==> src/rtl/usb_uart_ep_bridge.sv <==
// Byte-stream <-> USB bulk endpoint bridge: buffers uart_in into IN packets, OUT packets into uart_out.
// Optional macro USB_UART_LOOPBACK_EN adds a loopback port that routes OUT bytes back into the IN FIFO.
module usb_uart_ep_bridge #(
    parameter int FIFO_DEPTH   = 64,
    parameter int MAX_PKT      = 32,
    parameter int FLUSH_CYCLES = 48000
) (
    input  logic       clk_48mhz,
    input  logic       reset,
    input  logic       usb_configured,
`ifdef USB_UART_LOOPBACK_EN
    input  logic       loopback,
`endif
    input  logic [7:0] uart_in_data,
    input  logic       uart_in_valid,
    output logic       uart_in_ready,
    output logic [7:0] uart_out_data,
    output logic       uart_out_valid,
    input  logic       uart_out_ready,
    output logic [7:0] in_data,
    output logic       in_valid,
    output logic       in_last,
    input  logic       in_ready,
    input  logic [7:0] out_data,
    input  logic       out_valid,
    output logic       out_ready
);
    localparam int AW = $clog2(FIFO_DEPTH);
    localparam int CW = AW + 1;
    localparam int LW = $clog2(MAX_PKT + 1);
    localparam int TW = $clog2(FLUSH_CYCLES + 1);
    localparam logic [CW-1:0] DEPTH_C   = CW'(FIFO_DEPTH);
    localparam logic [CW-1:0] MAX_PKT_C = CW'(MAX_PKT);
    localparam logic [LW-1:0] MAX_LEN_C = LW'(MAX_PKT);
    localparam logic [TW-1:0] FLUSH_C   = TW'(FLUSH_CYCLES);

    typedef enum logic {IDLE, SEND} state_t;

    state_t        state_reg, state_next;
    logic [LW-1:0] pkt_len_reg, pkt_len_next;
    logic [LW-1:0] sent_cnt_reg, sent_cnt_next;
    logic [TW-1:0] timer_reg, timer_next;

    // FIFO index 0 carries device-to-host bytes, index 1 carries host-to-device bytes
    logic [1:0]         push, pop;
    logic [1:0][7:0]    din, head;
    logic [1:0][CW-1:0] count;
    logic               flush, in_full, out_full, lb_active, lb_move, in_pop;

`ifdef USB_UART_LOOPBACK_EN
    assign lb_active = loopback;
`else
    assign lb_active = 1'b0;
`endif

    assign flush    = !usb_configured;
    assign in_full  = (count[0] == DEPTH_C);
    assign out_full = (count[1] == DEPTH_C);
    assign lb_move  = lb_active && usb_configured && (count[1] != '0) && !in_full;

    assign uart_in_ready  = usb_configured && !in_full && !reset && !lb_active;
    assign out_ready      = !out_full && !reset;
    assign uart_out_valid = (count[1] != '0) && !lb_active;
    assign uart_out_data  = head[1];
    assign in_data        = head[0];

    assign push[0] = lb_active ? lb_move : (uart_in_valid && uart_in_ready);
    assign din[0]  = lb_active ? head[1] : uart_in_data;
    assign pop[0]  = in_pop;
    assign push[1] = out_valid && out_ready;
    assign din[1]  = out_data;
    assign pop[1]  = lb_active ? lb_move : (uart_out_valid && uart_out_ready);

    for (genvar gi = 0; gi < 2; gi++) begin : g_fifo
        logic [7:0]    mem [FIFO_DEPTH];
        logic [AW-1:0] wr_ptr_reg, rd_ptr_reg;
        logic [CW-1:0] count_reg;

        always_ff @(posedge clk_48mhz) begin
            if (push[gi]) begin
                mem[wr_ptr_reg] <= din[gi];
            end
        end

        // Unconfigured device empties both directions; flush dominates push/pop
        always_ff @(posedge clk_48mhz or posedge reset) begin
            if (reset) begin
                wr_ptr_reg <= '0;
                rd_ptr_reg <= '0;
                count_reg  <= '0;
            end else if (flush) begin
                wr_ptr_reg <= '0;
                rd_ptr_reg <= '0;
                count_reg  <= '0;
            end else begin
                if (push[gi]) wr_ptr_reg <= wr_ptr_reg + AW'(1);
                if (pop[gi])  rd_ptr_reg <= rd_ptr_reg + AW'(1);
                case ({push[gi], pop[gi]})
                    2'b10:   count_reg <= count_reg + CW'(1);
                    2'b01:   count_reg <= count_reg - CW'(1);
                    default: count_reg <= count_reg;
                endcase
            end
        end

        assign head[gi]  = mem[rd_ptr_reg];
        assign count[gi] = count_reg;
    end

    always_ff @(posedge clk_48mhz or posedge reset) begin
        if (reset) begin
            state_reg    <= IDLE;
            pkt_len_reg  <= '0;
            sent_cnt_reg <= '0;
            timer_reg    <= '0;
        end else begin
            state_reg    <= state_next;
            pkt_len_reg  <= pkt_len_next;
            sent_cnt_reg <= sent_cnt_next;
            timer_reg    <= timer_next;
        end
    end

    always_comb begin
        state_next    = state_reg;
        pkt_len_next  = pkt_len_reg;
        sent_cnt_next = sent_cnt_reg;
        timer_next    = timer_reg;
        in_valid      = (state_reg == SEND);
        in_last       = (state_reg == SEND) && (sent_cnt_reg == pkt_len_reg - LW'(1));
        in_pop        = in_valid && in_ready;

        if (push[0]) begin
            timer_next = '0;
        end else if (state_reg == IDLE && count[0] != '0 && timer_reg != FLUSH_C) begin
            timer_next = timer_reg + TW'(1);
        end

        case (state_reg)
            IDLE: begin
                if (count[0] >= MAX_PKT_C || (count[0] != '0 && timer_reg == FLUSH_C)) begin
                    state_next    = SEND;
                    pkt_len_next  = (count[0] >= MAX_PKT_C) ? MAX_LEN_C : count[0][LW-1:0];
                    sent_cnt_next = '0;
                end
            end
            SEND: begin
                if (in_pop) begin
                    sent_cnt_next = sent_cnt_reg + LW'(1);
                    if (in_last) begin
                        state_next = IDLE;
                        timer_next = '0;
                    end
                end
            end
            default: state_next = IDLE;
        endcase

        // Losing configuration aborts any packet in flight
        if (flush) begin
            state_next = IDLE;
            timer_next = '0;
        end
    end
endmodule

==> config.mk <==
export PLATFORM = sky130hd
export DESIGN_NAME = usb_uart_ep_bridge
export DESIGN_NICKNAME = d
export VERILOG_FILES = /design/src/rtl/usb_uart_ep_bridge.sv
export SDC_FILE = /design/constraint.sdc
export NUM_CORES = 1
export LEC_CHECK = 0
export BUFFER_PORTS_ARGS = -buffer_cell sky130_fd_sc_hd__buf_4
export CORE_MARGIN = 2
export CORE_UTILIZATION = 53
export CTS_BUF_LIST = sky130_fd_sc_hd__clkbuf_8 sky130_fd_sc_hd__clkbuf_16
export CTS_CLUSTER_DIAMETER = 40
export DETAILED_ROUTE_END_ITERATION = 7
export GPL_TIMING_DRIVEN = 1
export PLACE_DENSITY_LB_ADDON = 0.3
export SLEW_MARGIN = 10
export SYNTH_ARGS = -nofsm -noshare
export SYNTH_HDL_FRONTEND = slang
export SYNTH_SLANG_ARGS = --single-unit
==> constraint.sdc <==
create_clock -name clk_48mhz -period 3.2 [get_ports clk_48mhz]
set_input_delay 0.8 -clock clk_48mhz [delete_from_list [all_inputs] [get_ports clk_48mhz]]
set_output_delay 0.8 -clock clk_48mhz [all_outputs]
set_load 0.01 [all_outputs]
### Yosys cells after proc, flatten, opt, wreduce, memory -nomap -nowiden

Memories as Yosys holds them, arrays and structs flattened.
Cells that the tools add are included.

| word-level totals | value |
|---|---|
| bits in writable memories | 1,024 |
| register bits | 67 |
| logic and storage cells | 92 |
| memories kept | 2 |
| input bits | 23 |
| output and inout bits | 21 |

| cells by class | value |
|---|---|
| equal/unequal tests | 17 |
| order comparisons | 1 |
| add/subtract/negate cells | 11 |
| reductions and logical operators | 19 |
| mux-type cells | 31 |
| bitwise gates (word level) | 1 |

Memories:

| name | depth | width | read ports | clocked after memory_dff | write ports | line | text |
|---|---|---|---|---|---|---|---|
| g_fifo[0].mem | 64 | 8 | 1 | 0 | 1 | 75 | `logic [7:0] mem [FIFO_DEPTH];` |
| g_fifo[1].mem | 64 | 8 | 1 | 0 | 1 | 75 |  |

Operator list:

| operator | count |
|---|---|
| $mux W16 | 6 |
| $mux W6 | 11 |
| $add A6 B1 Y6 const B | 5 |
| $pmux W7 S2 | 2 |
| $add A16 B1 Y16 const B | 1 |
| $eq A16 B16 Y1 const B | 1 |
| $ne A16 B16 Y1 const B | 1 |
| $add A7 B1 Y7 const B | 2 |
| $eq A7 B7 Y1 const B | 2 |
| $mux W7 | 2 |
| $reduce_bool A7 Y1 | 2 |
| $sub A7 B1 Y7 const B | 2 |
| $ne A2 B1 Y1 const B | 6 |
| $pmux W6 S2 | 1 |
| $logic_and A1 B1 Y1 | 11 |
| $mux W1 | 8 |
| $ge A7 B6 Y1 const B | 1 |
| $eq A6 B6 Y1 | 1 |
| $ne A3 B1 Y1 const B | 2 |
| $sub A6 B1 Y6 const B | 1 |
| $eq A2 B1 Y1 const B | 2 |
| $eq A2 B2 Y1 const B | 2 |
| $reduce_and A2 Y1 | 2 |
| $logic_not A1 Y1 | 3 |
| other kinds (3) | 3 |

### Longest topological paths before layout

| logic depth | value |
|---|---|
| depth after elaboration | 10 |
| mapped depth | 11 |
| depth with buffers taken out | 10 |

### Least setup slack after synthesis

OpenSTA, ideal clock, no wires.

| path | value |
|---|---|
| kind | input-to-reg |
| start point | input port reset |
| end point | register g_fifo[1].count_reg[6] |
| library setup time | 79 ps |
| arrival | 4,252 ps |
| buffers on the path | 1 |
| slack | -1,131 ps |
| stages | 10 |
| required time | 3,121 ps |
| cells stage by stage | inv_1 > o211a_1 > buf_2 > nor2_1 > fa_1 > a211oi_1 > o21bai_1 > a21oi_1 > mux2i_1 > mux2i_1 |

| on the way | value |
|---|---|
| word-level cells in the longest chain between the ends | 6 |
| elaborated cells on any way between the ends | 8 |
| those cells by class | eq/ne (3); mux (2); reduce/logical (3) |

Ends and longest elaborated chain:

| what | line | text |
|---|---|---|
| from (decl) | 9 | `input logic reset,` |
| $logic_not A1 Y1 (no line) (*) | -- |  |
| $logic_and A1 B1 Y1 (*) | 62 | `assign out_ready = !out_full && !reset;` |
| $logic_and A1 B1 Y1 (*) | 70 | `assign push[1] = out_valid && out_ready;` |
| $eq A2 B1 Y1 or $eq A2 B2 Y1 (tied branches) | 98 | `case ({push[gi], pop[gi]})` |
| $pmux W7 S2 | 98 |  |
| $mux W7 | 91 | `end else if (flush) begin` |
| to (signal assigned) | 99 | `2'b10: count_reg <= count_reg + CW'(1);` |
| to (signal assigned) | 100 | `2'b01: count_reg <= count_reg - CW'(1);` |
| to (signal assigned) | 101 | `default: count_reg <= count_reg;` |
| to (decl) | 77 | `logic [CW-1:0] count_reg;` |

Mark *: on every way between the ends. The rest lies on a longest branch, timed or not.
A chain may end at the register's enable or synchronous reset.

### Worst setup path after layout

| path | value |
|---|---|
| start point | register g_fifo[0].rd_ptr_reg[0] |
| end point | output port in_data[2] |

| on the way | value |
|---|---|
| word-level cells in the longest chain between the ends | 1 |

Ends and longest elaborated chain:

| what | line | text |
|---|---|---|
| from (decl) | 76 | `logic [AW-1:0] wr_ptr_reg, rd_ptr_reg;` |
| from (signal assigned) | 97 | `if (pop[gi]) rd_ptr_reg <= rd_ptr_reg + AW'(1);` |
| $mem_v2 Z64 W8 | -- |  |
| to (decl) | 20 | `output logic [7:0] in_data,` |

Every way passes these cells.

==> impl_results.md <==
* Antenna Cells at 0
* Vias per Instance at between 6 and 7
* Clk buf depth at 3
* CP Data Arrival Time at 3.14 ns
* Pleak at roughly 17 nW
* Status: finished, violations left
* Synth Area in Adders at 0.482%
* Area post-placement at around 46000 µm²
* Peak supply drop at 0.000595 V
* Multiplexer share of the synthesized area at 13.7%
* Die footprint at about 84000 µm²
* Critical Path Max Stage Delay at 0.49 ns
* Cell taking the most area after synthesis: edfxtp_1
* Top-level port count at 44
* Crit-path cells: buf_12, buf_16, buf_12, buf_6, mux4_2, a22oi_2, nand2_1, a22oi_1, buf_4, o221ai_2, buf_4
* R2r startpoint: g_fifo[1].count_reg[2]
* WP data required at ~2.4 ns
* RSZ-0062 raised after global routing: yes
* Power Dens Cells at just under 700 nW/µm²
* Yosys reg bits at 1091
* Max-slew violations at 0
* Synth cell types at 67
* Clock Skews at between 0.03 and 0.04 ns
* Final Hold Fails at 0
* Net Sw Power at just under 9 mW
* Xor/xnor share of the synthesized area at ~1%
* Worst setup EP type: output port
* Most common cell in the netlist: edfxtp_1
* Final HPWL from detailed placement at around 55000 µm
* Mapped Cells at around 2200
* TritonCTS Sinks at 1091
* Sequential power share at between 40% and 50%
* Worst Hold Class: input pin to asynchronous set/reset pin
* Main synth FF type: edfxtp_1
* Setup violations, final at 16
* Fin crit share at 123%
* Syn Area/Cell at between 15 and 20 µm²
* Failing checks: setup timing
* Critical path launch point type: flop
* First-pass GRT wire length at ~140000 µm
* Max_slew headroom at 40.0%
* Clk slew on worst S/H paths at 0.06 ns
* H-tree levels at 4
* R2R Path End: g_fifo[1].count_reg[6]
* Largest register FFs at ~1000
* P&R area growth vs syn at 21.6%
* Sw Share at between 20 and 25%
* Post-DRT Antenna Nets at 0
* Worst hold margin at 0.414 ns
* Vias at 22479
* Share of layout cells above drive strength 1 at 36.9%
* Synth Cell Area at roughly 43000 µm²
* Logic gate share of total power at 15.5%
* Worst setup path category: flop to output port
* YS warnings at 0
* 1st-iter DRT viols at between 2000 and 2500
* Main combinational cell family by area after synthesis: multiplexers
* TritonRoute pass-1 iters at 8
* Fmax at 0.254 GHz
* Post-layout util at 65.1%
* Site Rows at 104
* Flop-to-flop setup slack at 0.18 ns
* Area share of the largest cell type after synthesis at between 70 and 80%
* Placeable Area at roughly 80000 µm²
* Initial antenna violation count at 0
* Final WL at 94800 µm
* Routability cong. at between 0.8 and 0.9
* Final Total Pwr at roughly 36 mW
* GRT Util Overall at between 20% and 30%
* Internal power at roughly 27 mW
* Worst-path maximum fanout at 8
* GRT overflow at 0
* Area contributors post-synth: edfxtp_1, mux4_2, dfrtp_1
* Die H at 289 µm
* Largest net degree at the start of global routing at between 60 and 70
* R2R depth at 10
* Worst-margin pin slew at between 0.9 and 1 ns
* Minimum clock period after layout at about 4 ns
* Final WS setup at -0.736 ns
* TritonCTS clock tree: done
* Sequential area share after synthesis at about three quarters
* Starting Density at about 54%
* Skew-Pair Late Insertion Delay at ~0.73 ns
* Layout net count at between 2000 and 3000
* Vias in the first global route at around 23000
* Post-Syn Nets at 2214
* Clock power frac at 40.9%
* Buffers on Ports at 43
* Finished layout cell area at 52400 µm²
* Area fraction in compound gates after synthesis at ~4%
* Root Buffer: clkbuf_16
* Num CTS Buffers at between 100 and 150
* Commonest cells in the netlist: edfxtp_1, mux4_2, nor2_1, a22oi_1, nand2_1
* Avg WL per Cell at roughly 26 µm
* Async SR Flop Fraction at under 10%
* Max Cap Viol at 0
* Die Wd at a little under 300 µm
* Post-Synth Simple-Gate Area at 4.29%
* Slowest-stage cell, CP: mux4_2
* DRC at 0
* Post-synth EDFFs at 1024
-- cells by family after synthesis --
| kind of cell | count (synthesis) |
|---|---|
| buffers and inverters | 133 |
| AO/OA/AOI/OAI | 222 |
| adder cells (fa/ha/maj) | 16 |
| AND/OR/NAND/NOR | 396 |
| flip-flops | 1091 |
| XOR/XNOR | 48 |
| multiplexers | 269 |
-- worst max path at each step --
stage	to	cells after the start	slack, ns	start
floorplan	g_fifo[1].count_reg[6]	10	-0.41	reset
global placement	in_data[5]	8	-0.16	g_fifo[0].rd_ptr_reg[0]
detailed placement	in_data[5]	8	-0.19	g_fifo[0].rd_ptr_reg[0]
CTS	in_data[7]	9	-0.74	g_fifo[0].rd_ptr_reg[0]
global route	in_data[2]	11	-0.82	g_fifo[0].rd_ptr_reg[0]
finish	in_data[2]	11	-0.74	g_fifo[0].rd_ptr_reg[0]
-- layout make-up --
| type | instances | area, µm² |
|---|---|---|
| clock buffer | 135 | 3340 |
| timing repair buffer | 310 | 3140 |
| tap | 1060 | 1330 |
| clock inverter | 104 | 1130 |
| fill | 5070 | 28100 |
| multi-input combinational | 951 | 11000 |
| sequential | 1091 | 32400 |
| inverter | 10 | 41.3 |
-- repair_timing --
item,in CTS,in global routing
pin swaps,55,36
setup buffers,50,21
gates cloned,8,1
resized for setup,159,30
hold buffers,0,0
setup endpoints to repair,18,18
-- per-layer routing --
metal  wire [µm]  part of all wire (%)  GRT usage [%]  vias up
met3        5320                   5.6           3.77      185
met5           0                     0              0        -
met2       48800                    52           39.3      859
li1            -                     -              -     9671
met4        3080                   3.2           8.85        0
met1       37600                    40           30.7    11764
-- cell usage in the layout (no fill, tap or decap), types with 20 or more instances in the layout --
cell       netlist  final
nand3_1         23     23
inv_1            9     21
xor2_1          26     26
dfrtp_1         67     63
mux4_2         256    256
a22oi_2          0     55
buf_12           0     36
a22o_1          33     30
a22oi_1         80     25
clkbuf_16        0    133
buf_6            0     26
edfxtp_1      1024   1024
buf_4            1    233
nand2_1         78     66
nor2_2           1     27
a221oi_2         0     23
xnor2_1         20     20
nor2_1         196    168
-- power by group through the flow --
stage / sequential, mW / clock [mW] / combinational (mW)
3_3_place_gp: 16.2 / 0 / 4.56
6_report: 15.9 / 14.9 / 5.63
3_5_place_dp: 16.2 / 0 / 4.65
4_1_cts: 15.9 / 15.1 / 5.49
5_1_grt: 15.9 / 15.7 / 5.99
2_1_floorplan: 16.1 / 0 / 3.00
-- metrics by stage --
stage	std cells	setup slack, ns	setup TNS, ns
floorplan	2175	-0.407	-1.35
detailed placement	3348	-0.193	-1.64
CTS	3643	-0.743	-10.79
finish	3661	-0.736	-10.19
global route	3661	-0.824	-11.65
global placement	3348	-0.155	-1.45
-- critical path: cells and delay by family, from the launching register on --
kind / cells / cell delay [ns]
muxes: 1 / 0.49
DFF: 1 / 0.47
buffers and inverters: 6 / 0.93
AOI/OAI and AO/OA: 3 / 0.44
and+or+nand+nor: 1 / 0.07
(Power assumes the default switching activity.)
